$ cat src/rtl/riscq_pkg.sv
// Shared definitions for the data-RAM init path: RAM geometry and loader FSM encodings.
package riscq_pkg;

    localparam int RAM_ADDR_W = 12;
    localparam int RAM_DEPTH  = 4096;

    typedef logic [2:0] state_t;

    localparam state_t ST_IDLE    = 3'd0;
    localparam state_t ST_RSTHOLD = 3'd1;
    localparam state_t ST_HDR0    = 3'd2;
    localparam state_t ST_HDR1    = 3'd3;
    localparam state_t ST_DATA    = 3'd4;
    localparam state_t ST_CSUM    = 3'd5;
    localparam state_t ST_DONE    = 3'd6;
    localparam state_t ST_ERR     = 3'd7;

endpackage

$ cat src/rtl/byte_word_packer.sv
// Packs little-endian bytes into 32-bit words; the packed word is presented
// with a one-cycle valid pulse the cycle after its fourth byte.
module byte_word_packer (
    input  logic        i_clk,
    input  logic        i_rst_n,
    input  logic        i_clear,
    input  logic [7:0]  i_byte,
    input  logic        i_byte_vld,
    output logic        o_lane_last,
    output logic [31:0] o_word,
    output logic        o_word_vld
);

    logic [1:0]  r_lane;
    logic [23:0] r_shift_p0;
    logic [31:0] r_word_p1;
    logic        r_word_vld_p1;

    always_ff @(posedge i_clk or negedge i_rst_n) begin
        if (!i_rst_n) begin
            r_lane        <= 2'd0;
            r_word_p1     <= 32'd0;
            r_word_vld_p1 <= 1'b0;
        end else begin
            r_word_vld_p1 <= 1'b0;
            if (i_clear) begin
                r_lane <= 2'd0;
            end else if (i_byte_vld) begin
                if (r_lane == 2'd3) begin
                    r_word_p1     <= {i_byte, r_shift_p0};
                    r_word_vld_p1 <= 1'b1;
                end
                r_lane <= r_lane + 2'd1;
            end
        end
    end

    // Lower three lanes are pure data and need no reset.
    always_ff @(posedge i_clk) begin
        if (i_byte_vld) begin
            case (r_lane)
                2'd0:    r_shift_p0[7:0]   <= i_byte;
                2'd1:    r_shift_p0[15:8]  <= i_byte;
                2'd2:    r_shift_p0[23:16] <= i_byte;
                default: r_shift_p0        <= r_shift_p0;
            endcase
        end
    end

    assign o_lane_last = (r_lane == 2'd3);
    assign o_word      = r_word_p1;
    assign o_word_vld  = r_word_vld_p1;

endmodule

$ cat src/rtl/dram_init_loader.sv
// Loads the data RAM from a framed host byte stream while holding the CPU in reset;
// releases reset only after a complete frame with a matching checksum.
module dram_init_loader
    import riscq_pkg::*;
#(
    parameter int TIMEOUT_CYC = 1_000_000,
    parameter int DEPTH       = RAM_DEPTH
) (
    input  logic                  i_clk,
    input  logic                  i_rst_n,
    input  logic                  i_start,
    input  logic [7:0]            i_rx_data,
    input  logic                  i_rx_valid,
    output logic                  o_rx_ready,
    output logic                  o_cpu_rst,
    output logic                  o_init_we,
    output logic [RAM_ADDR_W-1:0] o_init_waddr,
    output logic [31:0]           o_init_wdata,
    output logic                  o_init_done,
    output logic                  o_busy,
    output logic                  o_err
);

    localparam int             TO_W    = $clog2(TIMEOUT_CYC + 1);
    localparam logic [TO_W-1:0] TO_LAST = TO_W'(TIMEOUT_CYC - 1);
    localparam logic [16:0]    DEPTH_L = 17'(DEPTH);

    function automatic logic [7:0] f_csum_add(input logic [7:0] a, input logic [7:0] b);
        return a + b;
    endfunction

    state_t                r_state;
    state_t                w_state_nxt;
    logic [7:0]            r_n_lo;
    logic [15:0]           r_n_words;
    logic [15:0]           r_acc_words;
    logic [RAM_ADDR_W-1:0] r_waddr;
    logic [7:0]            r_csum;
    logic [TO_W-1:0]       r_to_cnt;
    logic                  r_cpu_rst;

    logic        w_rx_ready;
    logic        w_accept;
    logic        w_data_byte;
    logic        w_lane_last;
    logic        w_last_word;
    logic        w_to_hit;
    logic        w_restart;
    logic [15:0] w_hdr_n;
    logic [31:0] w_word;
    logic        w_word_vld;

    assign w_rx_ready  = (r_state == ST_HDR0) || (r_state == ST_HDR1) ||
                         (r_state == ST_DATA) || (r_state == ST_CSUM);
    assign w_accept    = i_rx_valid && w_rx_ready;
    assign w_data_byte = w_accept && (r_state == ST_DATA);
    assign w_hdr_n     = {i_rx_data, r_n_lo};
    assign w_last_word = w_data_byte && w_lane_last && ((r_acc_words + 16'd1) == r_n_words);
    assign w_to_hit    = w_rx_ready && !w_accept && (r_to_cnt == TO_LAST);
    assign w_restart   = i_start && ((r_state == ST_IDLE) || (r_state == ST_DONE) ||
                                     (r_state == ST_ERR));

    byte_word_packer u_packer (
        .i_clk       (i_clk),
        .i_rst_n     (i_rst_n),
        .i_clear     (r_state == ST_RSTHOLD),
        .i_byte      (i_rx_data),
        .i_byte_vld  (w_data_byte),
        .o_lane_last (w_lane_last),
        .o_word      (w_word),
        .o_word_vld  (w_word_vld)
    );

    always_comb begin
        w_state_nxt = r_state;
        case (r_state)
            ST_IDLE, ST_DONE, ST_ERR: begin
                if (i_start) w_state_nxt = ST_RSTHOLD;
            end
            ST_RSTHOLD: w_state_nxt = ST_HDR0;
            ST_HDR0: begin
                if (w_accept)      w_state_nxt = ST_HDR1;
                else if (w_to_hit) w_state_nxt = ST_ERR;
            end
            ST_HDR1: begin
                if (w_accept) begin
                    if ({1'b0, w_hdr_n} > DEPTH_L) w_state_nxt = ST_ERR;
                    else if (w_hdr_n == 16'd0)     w_state_nxt = ST_CSUM;
                    else                           w_state_nxt = ST_DATA;
                end else if (w_to_hit) begin
                    w_state_nxt = ST_ERR;
                end
            end
            ST_DATA: begin
                if (w_last_word)   w_state_nxt = ST_CSUM;
                else if (w_to_hit) w_state_nxt = ST_ERR;
            end
            ST_CSUM: begin
                if (w_accept)      w_state_nxt = (i_rx_data == r_csum) ? ST_DONE : ST_ERR;
                else if (w_to_hit) w_state_nxt = ST_ERR;
            end
            default: w_state_nxt = ST_IDLE;
        endcase
    end

    always_ff @(posedge i_clk or negedge i_rst_n) begin
        if (!i_rst_n) r_state <= ST_IDLE;
        else          r_state <= w_state_nxt;
    end

    // Idle timer restarts on every accepted byte and every state change.
    always_ff @(posedge i_clk or negedge i_rst_n) begin
        if (!i_rst_n)
            r_to_cnt <= '0;
        else if (!w_rx_ready || w_accept || (w_state_nxt != r_state))
            r_to_cnt <= '0;
        else
            r_to_cnt <= r_to_cnt + TO_W'(1);
    end

    always_ff @(posedge i_clk or negedge i_rst_n) begin
        if (!i_rst_n) begin
            r_n_lo      <= 8'd0;
            r_n_words   <= 16'd0;
            r_acc_words <= 16'd0;
            r_csum      <= 8'd0;
        end else if (r_state == ST_RSTHOLD) begin
            r_acc_words <= 16'd0;
            r_csum      <= 8'd0;
        end else begin
            if (w_accept && (r_state == ST_HDR0)) r_n_lo    <= i_rx_data;
            if (w_accept && (r_state == ST_HDR1)) r_n_words <= w_hdr_n;
            if (w_data_byte) begin
                r_csum <= f_csum_add(r_csum, i_rx_data);
                if (w_lane_last) r_acc_words <= r_acc_words + 16'd1;
            end
        end
    end

    // Write address saturates at the top word rather than wrapping.
    always_ff @(posedge i_clk or negedge i_rst_n) begin
        if (!i_rst_n)
            r_waddr <= '0;
        else if (r_state == ST_RSTHOLD)
            r_waddr <= '0;
        else if (w_word_vld && (r_waddr != '1))
            r_waddr <= r_waddr + RAM_ADDR_W'(1);
    end

    // CPU reset is released one cycle after DONE is entered, and re-asserted on restart.
    always_ff @(posedge i_clk or negedge i_rst_n) begin
        if (!i_rst_n)                r_cpu_rst <= 1'b1;
        else if (w_restart)          r_cpu_rst <= 1'b1;
        else if (r_state == ST_DONE) r_cpu_rst <= 1'b0;
    end

    assign o_rx_ready   = w_rx_ready;
    assign o_cpu_rst    = r_cpu_rst;
    assign o_init_we    = w_word_vld;
    assign o_init_waddr = r_waddr;
    assign o_init_wdata = w_word;
    assign o_init_done  = (r_state == ST_DONE);
    assign o_err        = (r_state == ST_ERR);
    assign o_busy       = (r_state == ST_RSTHOLD) || w_rx_ready;

endmodule
$ cat config.mk
export PLATFORM = sky130hd
export DESIGN_NAME = dram_init_loader
export DESIGN_NICKNAME = d
export VERILOG_FILES = /design/src/rtl/riscq_pkg.sv /design/src/rtl/byte_word_packer.sv /design/src/rtl/dram_init_loader.sv
export SDC_FILE = /design/constraint.sdc
export NUM_CORES = 1
export LEC_CHECK = 0
export ABC_AREA = 1
export ABC_CLOCK_PERIOD_IN_PS = 5000
export BUFFER_PORTS_ARGS = -buffer_cell sky130_fd_sc_hd__buf_2
export CAP_MARGIN = 20
export CORE_MARGIN = 1.5
export CORE_UTILIZATION = 55
export CTS_BUF_LIST = sky130_fd_sc_hd__clkbuf_8
export CTS_CLUSTER_SIZE = 14
export DETAILED_ROUTE_END_ITERATION = 8
export GPL_ROUTABILITY_DRIVEN = 0
export PLACE_DENSITY = 0.84
export SYNTH_ARGS = -nofsm -noshare
export SYNTH_HDL_FRONTEND = slang
export SYNTH_SLANG_ARGS = --single-unit
$ cat constraint.sdc
create_clock -name i_clk -period 5 [get_ports i_clk]
set_input_delay 0.25 -clock i_clk [delete_from_list [all_inputs] [get_ports i_clk]]
set_output_delay 0.25 -clock i_clk [all_outputs]
set_load 0.1 [all_outputs]
==> results of run 1 <==
-- cell usage after synthesis, types with 4 or more instances --
master    number  area, sq um
xnor2_1        9         78.8
a21oi_1       13         65.1
xor2_1        19          166
nand4_1       10         62.6
nor3_1        18         90.1
dfrtp_1      118         2950
o21ai_0       50          250
inv_1         80          300
clkbuf_1      10         37.5
mux2_2         7         78.8
o22ai_1       12         75.1
nor2_1       103          387
ha_1          14          175
edfxtp_1      24          721
nand3_1       39          195
buf_2          4         20.0
nand3b_1       5         37.5
nand2_1      235          882
-- per-stage QoR --
stage	worst slack [ns]	power, mW	hold WS (ns)
6_report	2.14	4.20	0.0307
5_1_grt	1.92	4.43	0.0464
4_1_cts	2.10	4.22	0.00475
3_5_place_dp	2.38	3.30	0.390
3_3_place_gp	2.43	3.26	0.387
2_1_floorplan	2.66	3.00	-0.0456
-- critical path: cells and delay by family, from the launching register on --
family                 cells  cell delay [ns]
buffers and inverters      3             0.88
and+or+nand+nor            3             0.85
DFF                        1             0.44
-- what timing repair did --
action | in CTS | in global routing
endpoints found under the hold margin | 62 | 0
hold buffers | 1 | 0
gates resized for setup | 0 | 0
-- layer usage --
layer  vias up  part of all wire [%]  global-route usage (%)
met5         -                     0                       0
met4         0                   1.2                    8.48
met3        16                   6.3                    6.17
met2       156                    47                    36.3
met1      2579                    45                    32.2
li1       2720                     -                       -
-- layout make-up --
class | count | area share (%)
clock inverters | 14 | 1.86
flip-flops and latches | 143 | 47.8
repair buffers | 63 | 4.20
multi-input cells | 560 | 36.2
inverters | 82 | 3.98
clock buffers | 18 | 3.20
well taps | 168 | 2.72
-- sequential cells by signal, summed over array words and instances, names as in the netlist --
signal and count:
u_packer.r_lane 2, r_state 3, u_packer.o_word_vld 1, u_packer.r_shift_p0 24
r_n_lo 8, r_acc_words 16, r_to_cnt 20, r_n_words 16
o_cpu_rst 1, o_init_waddr 12, u_packer.o_word 32, r_csum 8
-- power groups by stage --
| stage | Sequential (mW) | Combinational, mW | Clock (mW) |
|---|---|---|---|
| after floorplan | 2.19 | 0.810 | 0 |
| after global placement | 1.61 | 1.65 | 0 |
| after detailed placement | 1.61 | 1.69 | 0 |
| after CTS | 1.59 | 1.70 | 0.924 |
| after global routing | 1.62 | 1.84 | 0.972 |
| final | 1.59 | 1.70 | 0.909 |
-- cells by family after synthesis --
| kind of cell | Yosys count |
|---|---|
| AND/OR/NAND/NOR | 427 |
| flip-flops | 143 |
| buffers and inverters | 100 |
| AO/OA/AOI/OAI | 80 |
| XOR/XNOR | 31 |
| adder cells (fa/ha/maj) | 15 |
| multiplexers | 7 |
-- final timing paths --
| check | from | end | slack (ns) | cells past startpoint |
|---|---|---|---|---|
| min | i_start | o_cpu_rst | 0.03 | 3 |
| max | r_state[1] | o_busy | 2.14 | 6 |
| min reg2reg | u_packer.r_shift_p0[20] | u_packer.o_word[20] | 0.45 | 2 |
| max in group asynchronous | i_rst_n | r_to_cnt[12] | 3.34 | 3 |
| max reg2reg | r_state[2] | r_state[0] | 2.35 | 12 |
| min in group asynchronous | i_rst_n | r_acc_words[11] | 0.43 | 2 |
==> impl_metrics.tcl, run 1 <==
set metrics [dict create \
    route.detailed.drc 0 \
    clockRootBuffer "clkbuf_8" \
    grt_pass1_wl_mm 24.1 \
    drv_cap 0 \
    syn_to_final_growth_pct 12.0 \
    grt_remaining_overflow 0 \
    outcome "complete, no violations" \
    p_sw_mw 1.95 \
    p_leak_nw 3.75 \
    setup.worst_path.class "reg -> out" \
    seq_power_share_pct 37.9 \
    fin_tns_setup_ns 0 \
    synthAdderAreaFrac_pct 2.83 \
    fin_crit_sh_pct 57.3 \
    final_util_pct 63.9 \
    syn_inst 803 \
    yosys_warnings 0 \
    final_cell_mix "nand2_1 (235), dfrtp_1 (118), nor2_1 (103)" \
    fmax_mhz 349 \
    grtUsageTotal_pct 23.5 \
    crit_chain "nor2_1, nand2_1, inv_1, nor2_1, inv_1, buf_2" \
    clk_latency_ns 0.45 \
    syn_area_sq_mm 0.00691 \
    drive_gt1_share_pct 12.8 \
    cts.sinks 143 \
    synth_compound_gate_area_share_pct 6.25 \
    wire_per_inst_um 13.8 \
    drv_slew 0 \
    required_ns 4.75 \
    dieArea_sq_mm 0.0132 \
    synth_edf_count 24 \
    clkTransAtPathRegs_ns 0.08 \
    syn-num-nets 830 \
    skew_ns 0.0123 \
    regArea_sq_mm 0.00370 \
    synth_cell_types 37 \
    final_common_cell "nand2_1" \
    io_pins 62 \
    htreeDepth 4 \
    critPathMaxFanout 21 \
    yosys_most_used_dff "dfrtp_1" \
    stdcell_area_sq_mm 0.00774 \
    max_stage_delay_ns 0.50 \
    synthSimpleGateAreaFrac_pct 25.8 \
    instances_no_fill 1048 \
    hp-class "in -> reg" \
    core_area_sq_mm 0.0121 \
    setup_violations 0 \
    end_kind "primary output" \
    rsz0062_at_grt "false" \
    cpMaxStageDelayCell "nand2_1" \
    fill_cells 981 \
    place_area_sq_mm 0.00734 \
    port_buffers 61 \
    num_antenna_cells 0 \
    worst_setup_path_start_kind "flip-flop" \
    syn_avg_cell_area_sq_um 8.60 \
    multi_input_area_sq_mm 0.00280 \
    cts_setup_buffers 0 \
    finalWirelength_mm 14.4 \
    rows 40 \
    place_inst 1015 \
    synth_top_family_by_area "simple AND/OR/NAND/NOR gates" \
    clockBufferDepth 2 \
    synthXorXnorAreaFrac_pct 4.53 \
    ir_worst_vdd_mv 0.500 \
    hold_viol_final 0 \
    finalCriticalPeriod_ns 2.86 \
    cts_buffers 17 \
    p_per_area_mw_per_mm2 543 \
    die_w_um 115 \
    dr.pass1.iters 5 \
    hpwl_mm 10.0 \
    internal-power_mw 2.25 \
    postRouteAntennaNets 0 \
    initialDrtViolationCount 440 \
    first_global_vias 5188 \
    cts_tree "yes" \
    antenna_found_initial 0 \
    tightestPinTransition_ns 0.859 \
    ys_seq_area_share_pct 53.6 \
    slew_headroom_pct 42.6 \
    arrival_ns 2.61 \
    dieHeight_um 115 \
    synthArstFlopShare_pct 83.2 \
    synthMuxAreaShare_pct 1.14 \
    vias 5471 \
    nets 894 \
    start_util_pct 57.0 \
    synth-seq-cells 143 \
    power_frac_clock_pct 21.6 \
    grt_max_degree 64 \
    switching_share_pct 46.4 \
    combPwrFrac_pct 40.4 \
    via_per_inst 5.22 \
]
No activity file was read; power rests on OpenSTA's default activity.
==> run 2: changes to the inputs <==
ABC_CLOCK_PERIOD_IN_PS = 2900   (was 5000)
clock period = 2.9 ns   (was 5 ns; I/O delays follow)
==> impl_metrics.tcl, run 2 (synthesized netlist as in run 1, its figures left out) <==
set metrics [dict create \
    grt_remaining_overflow 0 \
    dp_slack_ns 0.690 \
    max_stage_delay_ns 0.45 \
    clockRootBuffer "clkbuf_8" \
    initialDrtViolationCount 408 \
    finalWirelength_mm 14.9 \
    outcome "complete, no violations" \
    core_area_sq_mm 0.0121 \
    die_w_um 115 \
    place_inst 1019 \
    clk_latency_ns 0.45 \
    port_buffers 61 \
    fmax_mhz 450 \
    finalCriticalPeriod_ns 2.22 \
    grt_max_degree 55 \
    fin_crit_sh_pct 76.7 \
    skew_ns 0.0133 \
    p_per_area_mw_per_mm2 933 \
    postRouteAntennaNets 0 \
    instances_no_fill 1060 \
    num_antenna_cells 0 \
    drive_gt1_share_pct 13.2 \
    hold_viol_final 0 \
    crit_chain "inv_1, nor3_1, nand2_1, o21ai_2, nor2_1, nor2_1, nand3_2, nor2_1" \
    cp_common_cell "nor2_1" \
    grt_pass1_wl_mm 24.8 \
    end_kind "flip-flop" \
    drv_slew 0 \
    start_util_pct 57.0 \
    cts.sinks 143 \
    grtUsageTotal_pct 24.3 \
    hpwl_mm 10.1 \
    cts_resized 0 \
    first_global_vias 5321 \
    setup.worst_path.class "reg -> reg" \
    multi_input_area_sq_mm 0.00280 \
    fill_cells 1012 \
    route.detailed.drc 0 \
    dieHeight_um 115 \
    cpMaxStageDelayCell "dfrtp_1" \
    syn_to_final_growth_pct 14.0 \
    io_pins 62 \
    cts_buffers 17 \
    regArea_sq_mm 0.00370 \
    largest_register_ffs 32 \
    worst_setup_path_start_kind "flip-flop" \
    setup_violations 0 \
    p_leak_nw 3.82 \
    final_cell_mix "nand2_1 (235), dfrtp_1 (118), nor2_1 (103)" \
    setup_slack_ns 0.677 \
    nets 906 \
    vias 5526 \
    final_util_pct 65.0 \
    wire_per_inst_um 14.1 \
    htreeDepth 4 \
    ir_worst_vdd_mv 0.712 \
    clockBufferDepth 2 \
    hp-class "in -> reg" \
    slew_headroom_pct 41.1 \
    arrival_ns 2.58 \
    dr.pass1.iters 5 \
    required_ns 3.26 \
    critPathMaxFanout 20 \
    rows 40 \
    tightestPinTransition_ns 0.884 \
    fin_tns_setup_ns 0 \
    rsz0062_at_grt "false" \
    cts_tree "yes" \
    dieArea_sq_mm 0.0132 \
    antenna_found_initial 0 \
    clkTransAtPathRegs_ns 0.09 \
    final_common_cell "nand2_1" \
    place_area_sq_mm 0.00738 \
    stdcell_area_sq_mm 0.00787 \
    via_per_inst 5.21 \
    drv_cap 0 \
]
==> run 2: cell types whose count changed in the layout (fill, tap and decap cells not counted) <==
cell / previous run / this run
inv_1: 82 / 81
dlygate4sd3_1: 1 / 9
buf_4: 2 / 5
inv_6: 3 / 5
clkinv_4: 0 / 4
clkinvlp_4: 6 / 1
buf_12: 0 / 1
==> run 2: routing by layer <==
layer	global-route usage (%)	up-vias	wire (um)
met5	0	-	0
met4	8.97	0	209
met3	6.11	21	645
met2	39.4	133	7340
met1	31.8	2633	6760
li1	-	2739	-
==> run 2: report_power, final <==
part / leakage [nW] / switching [mW] / internal, mW / total [mW]
Clock: 0.206 / 0.807 / 0.801 / 1.61
Sequential: 1.82 / 0.310 / 2.46 / 2.77
Combinational: 1.80 / 2.31 / 0.663 / 2.97
==> run 2: critical path: cells and delay by family, from the launching register on <==
| kind | cells | cell delay (ns) |
|---|---|---|
| AO/OA/AOI/OAI | 1 | 0.16 |
| AND/OR/NAND/NOR | 6 | 1.40 |
| flip-flops | 1 | 0.45 |
| buffers and inverters | 1 | 0.12 |
==> run 2: stage by stage <==
step,power (mW),hold slack (ns)
after CTS,7.36,0.0129
after floorplan,5.17,-0.151
final,7.35,0.0420
after detailed placement,5.74,0.223
after global routing,7.76,0.0148
after global placement,5.67,0.218
==> run 2: what timing repair did <==
item | in CTS | in global routing
buffers inserted | 0 | 0
endpoints found under the hold margin | 69 | 0
hold buffers | 9 | 0
==> run 2: worst paths after layout <==
kind | start | endpoint | slack [ns] | cells after the start
worst max-delay path | r_state[1] | r_to_cnt[18] | 0.68 | 8
worst min-delay path | i_rx_data[1] | u_packer.r_shift_p0[1] | 0.04 | 1
worst max register to register | r_state[1] | r_to_cnt[18] | 0.68 | 8
worst min register to register | u_packer.r_shift_p0[13] | u_packer.o_word[13] | 0.45 | 2
max in group asynchronous | i_rst_n | r_acc_words[0] | 1.87 | 3
min in group asynchronous | i_rst_n | r_acc_words[9] | 0.27 | 2
==> run 2: layout make-up <==
type	instances	area share, %
Clock inverter	14	1.97
Multi-Input combinational cell	560	35.6
Timing Repair Buffer	75	5.69
Sequential cell	143	47.0
Tap cell	168	2.67
Clock buffer	18	3.15
Inverter	82	3.91
==> run 3: changes to the inputs <==
ABC_CLOCK_PERIOD_IN_PS = 1800   (was 2900)
PLACE_DENSITY = 0.87   (was 0.84)
clock period = 1.8 ns   (was 2.9 ns; I/O delays follow)
==> impl_metrics.tcl, run 3 (synthesized netlist as in run 1, its figures left out) <==
set metrics [dict create \
    outcome "finished with violations" \
    violations "setup timing" \
    hp-class "in -> reg" \
    cp_top_family "simple AND/OR/NAND/NOR gates" \
    fill_cells 816 \
    clk_latency_ns 0.46 \
    place_area_sq_mm 0.00772 \
    num_antenna_cells 0 \
    end_kind "flip-flop" \
    max_stage_delay_ns 0.48 \
    drive_gt1_share_pct 26.9 \
    place_inst 1050 \
    combPwrFrac_pct 46.0 \
    p_leak_nw 4.09 \
    route.detailed.drc 0 \
    path_buf_inv 2 \
    switching_share_pct 45.9 \
    port_buffers 61 \
    setup_slack_ns -0.227 \
    cp.depth 14 \
    ir_worst_vdd_mv 1.40 \
    dr.pass1.iters 5 \
    critPathMaxFanout 10 \
    syn_to_final_growth_pct 26.2 \
    finalCriticalPeriod_ns 2.03 \
    grt_remaining_overflow 0 \
    regToRegStartpoint "r_state[1]" \
    die_w_um 115 \
    worst_setup_path_start_kind "flip-flop" \
    fmax_mhz 493 \
    start_util_pct 57.0 \
    reg2reg_setup_slack_ns -0.23 \
    arrival_ns 2.41 \
    first_global_vias 5875 \
    dieArea_sq_mm 0.0132 \
    tightestPinTransition_ns 0.522 \
    postRouteAntennaNets 0 \
    vias 6185 \
    hold-worst-slack_ns 0.0533 \
    grt_max_degree 51 \
    p_sw_mw 6.01 \
    cpMaxStageDelayCell "dfrtp_2" \
    multi_input_area_sq_mm 0.00311 \
    rows 40 \
    required_ns 2.18 \
    via_per_inst 5.56 \
    slew_headroom_pct 64.7 \
    initialDrtViolationCount 488 \
    setup.worst_path.class "reg -> reg" \
    crit_end "r_to_cnt[11]" \
    grtUsageTotal_pct 27.3 \
    drv_cap 0 \
    regArea_sq_mm 0.00373 \
    p_per_area_mw_per_mm2 1500 \
    largest_register_ffs 32 \
    core_area_sq_mm 0.0121 \
    grt_pass1_wl_mm 27.9 \
    final_common_cell "nand2_1" \
    cp-startpoint "r_state[1]" \
    seq_power_share_pct 34.1 \
    io_pins 62 \
    cts_tree "yes" \
    setup_violations 23 \
    skew_ns 0.0139 \
    antenna_found_initial 0 \
    hold_viol_final 0 \
    instances_no_fill 1113 \
    clkTransAtPathRegs_ns 0.08 \
    finalWirelength_mm 18.0 \
    drv_slew 0 \
    clockBufferDepth 2 \
    htreeDepth 4 \
    crit_chain "nand2_2, inv_2, nor2_4, nand2_1, nor2_1, nand2_1, nand3_1, nand2_1, nand3_2, nand2_2, nand2_2, nand3_4, clkbuf_16, nor2_1" \
    nets 959 \
    ff2ff_path_depth 14 \
    hpwl_mm 10.6 \
    cts.sinks 143 \
    rsz0062_at_grt "true" \
    cts_buffers 17 \
    clockRootBuffer "clkbuf_8" \
    power_mw 13.1 \
    fin_crit_sh_pct 113 \
    wire_per_inst_um 16.2 \
    rr_endpoint "r_to_cnt[11]" \
    dieHeight_um 115 \
    internal-power_mw 7.08 \
    power_frac_clock_pct 19.8 \
    stdcell_area_sq_mm 0.00871 \
    final_cell_mix "nand2_1 (223), dfrtp_1 (103), inv_1 (79)" \
]
## run 3: cell count changes in the layout (fill, tap and decap cells not counted), moves of 12 or more
cell,delta
nor2_1,-30
nand2_2,+12
nor2_2,+21
nand2_1,-12
dfrtp_1,-15
buf_4,+46
## run 3: per-stage QoR
| step | TNS, ns | util [%] | setup slack, ns |
|---|---|---|---|
| finish | -3.94 | 71.9 | -0.227 |
| global route | -6.13 | 71.9 | -0.329 |
| CTS | -0.365 | 69.9 | -0.0979 |
| detailed placement | -0.796 | 63.7 | -0.204 |
| global placement | -0.324 | 63.7 | -0.0322 |
| floorplan | -6.59 | - | -0.308 |
## run 3: worst min-delay path by stage
| stage | start | endpoint | cells after the start |
|---|---|---|---|
| 2_1_floorplan | i_rst_n | o_init_waddr[10] | 0 |
| 3_3_place_gp | i_rst_n | r_acc_words[10] | 1 |
| 3_5_place_dp | i_rst_n | r_acc_words[10] | 1 |
| 4_1_cts | i_rx_valid | r_state[2] | 4 |
| 5_1_grt | i_rx_valid | r_state[2] | 4 |
| 6_report | i_rx_data[0] | r_csum[0] | 4 |
## run 3: area by class of cell
type,count,area share (%)
timing repair buffer,128,11.0
clock inverter,15,1.85
tap,168,2.41
inverter,82,3.58
clock buffer,17,2.69
sequential,143,42.9
multi-input combinational,560,35.7
## run 3: per-layer routing
layer | share of wire [%] | track usage (%)
met3 | 8.4 | 6.69
met2 | 50 | 45.3
met1 | 38 | 34.3
met4 | 3.3 | 11.5
met5 | 0 | 0
## run 3: what timing repair did
item / in CTS / in global routing
buffers inserted: 13 / 8
endpoints found under the hold margin: 144 / 0
setup endpoints to repair: 26 / 35
resized for setup: 46 / 49
pin swaps: 23 / 15
gates cloned: 0 / 2
hold buffers: 10 / 0
## run 3: power by group through the flow
stage	combinational (mW)	sequential [mW]	clock, mW
2_1_floorplan	2.27	6.10	0
3_3_place_gp	5.09	4.44	0
3_5_place_dp	5.22	4.47	0
4_1_cts	5.47	4.44	2.59
5_1_grt	6.43	4.53	2.72
6_report	6.03	4.47	2.59
## run 3: worst reg2reg max path, stage by stage, from the launching register on
cell and delay, ns:
dfrtp_2 0.48, nand2_2 0.12, inv_2 0.05, nor2_4 0.14
nand2_1 0.10, nor2_1 0.14, nand2_1 0.10, nand3_1 0.08
nand2_1 0.07, nand3_2 0.10, nand2_2 0.06, nand2_2 0.09
nand3_4 0.11, clkbuf_16 0.20, nor2_1 0.11
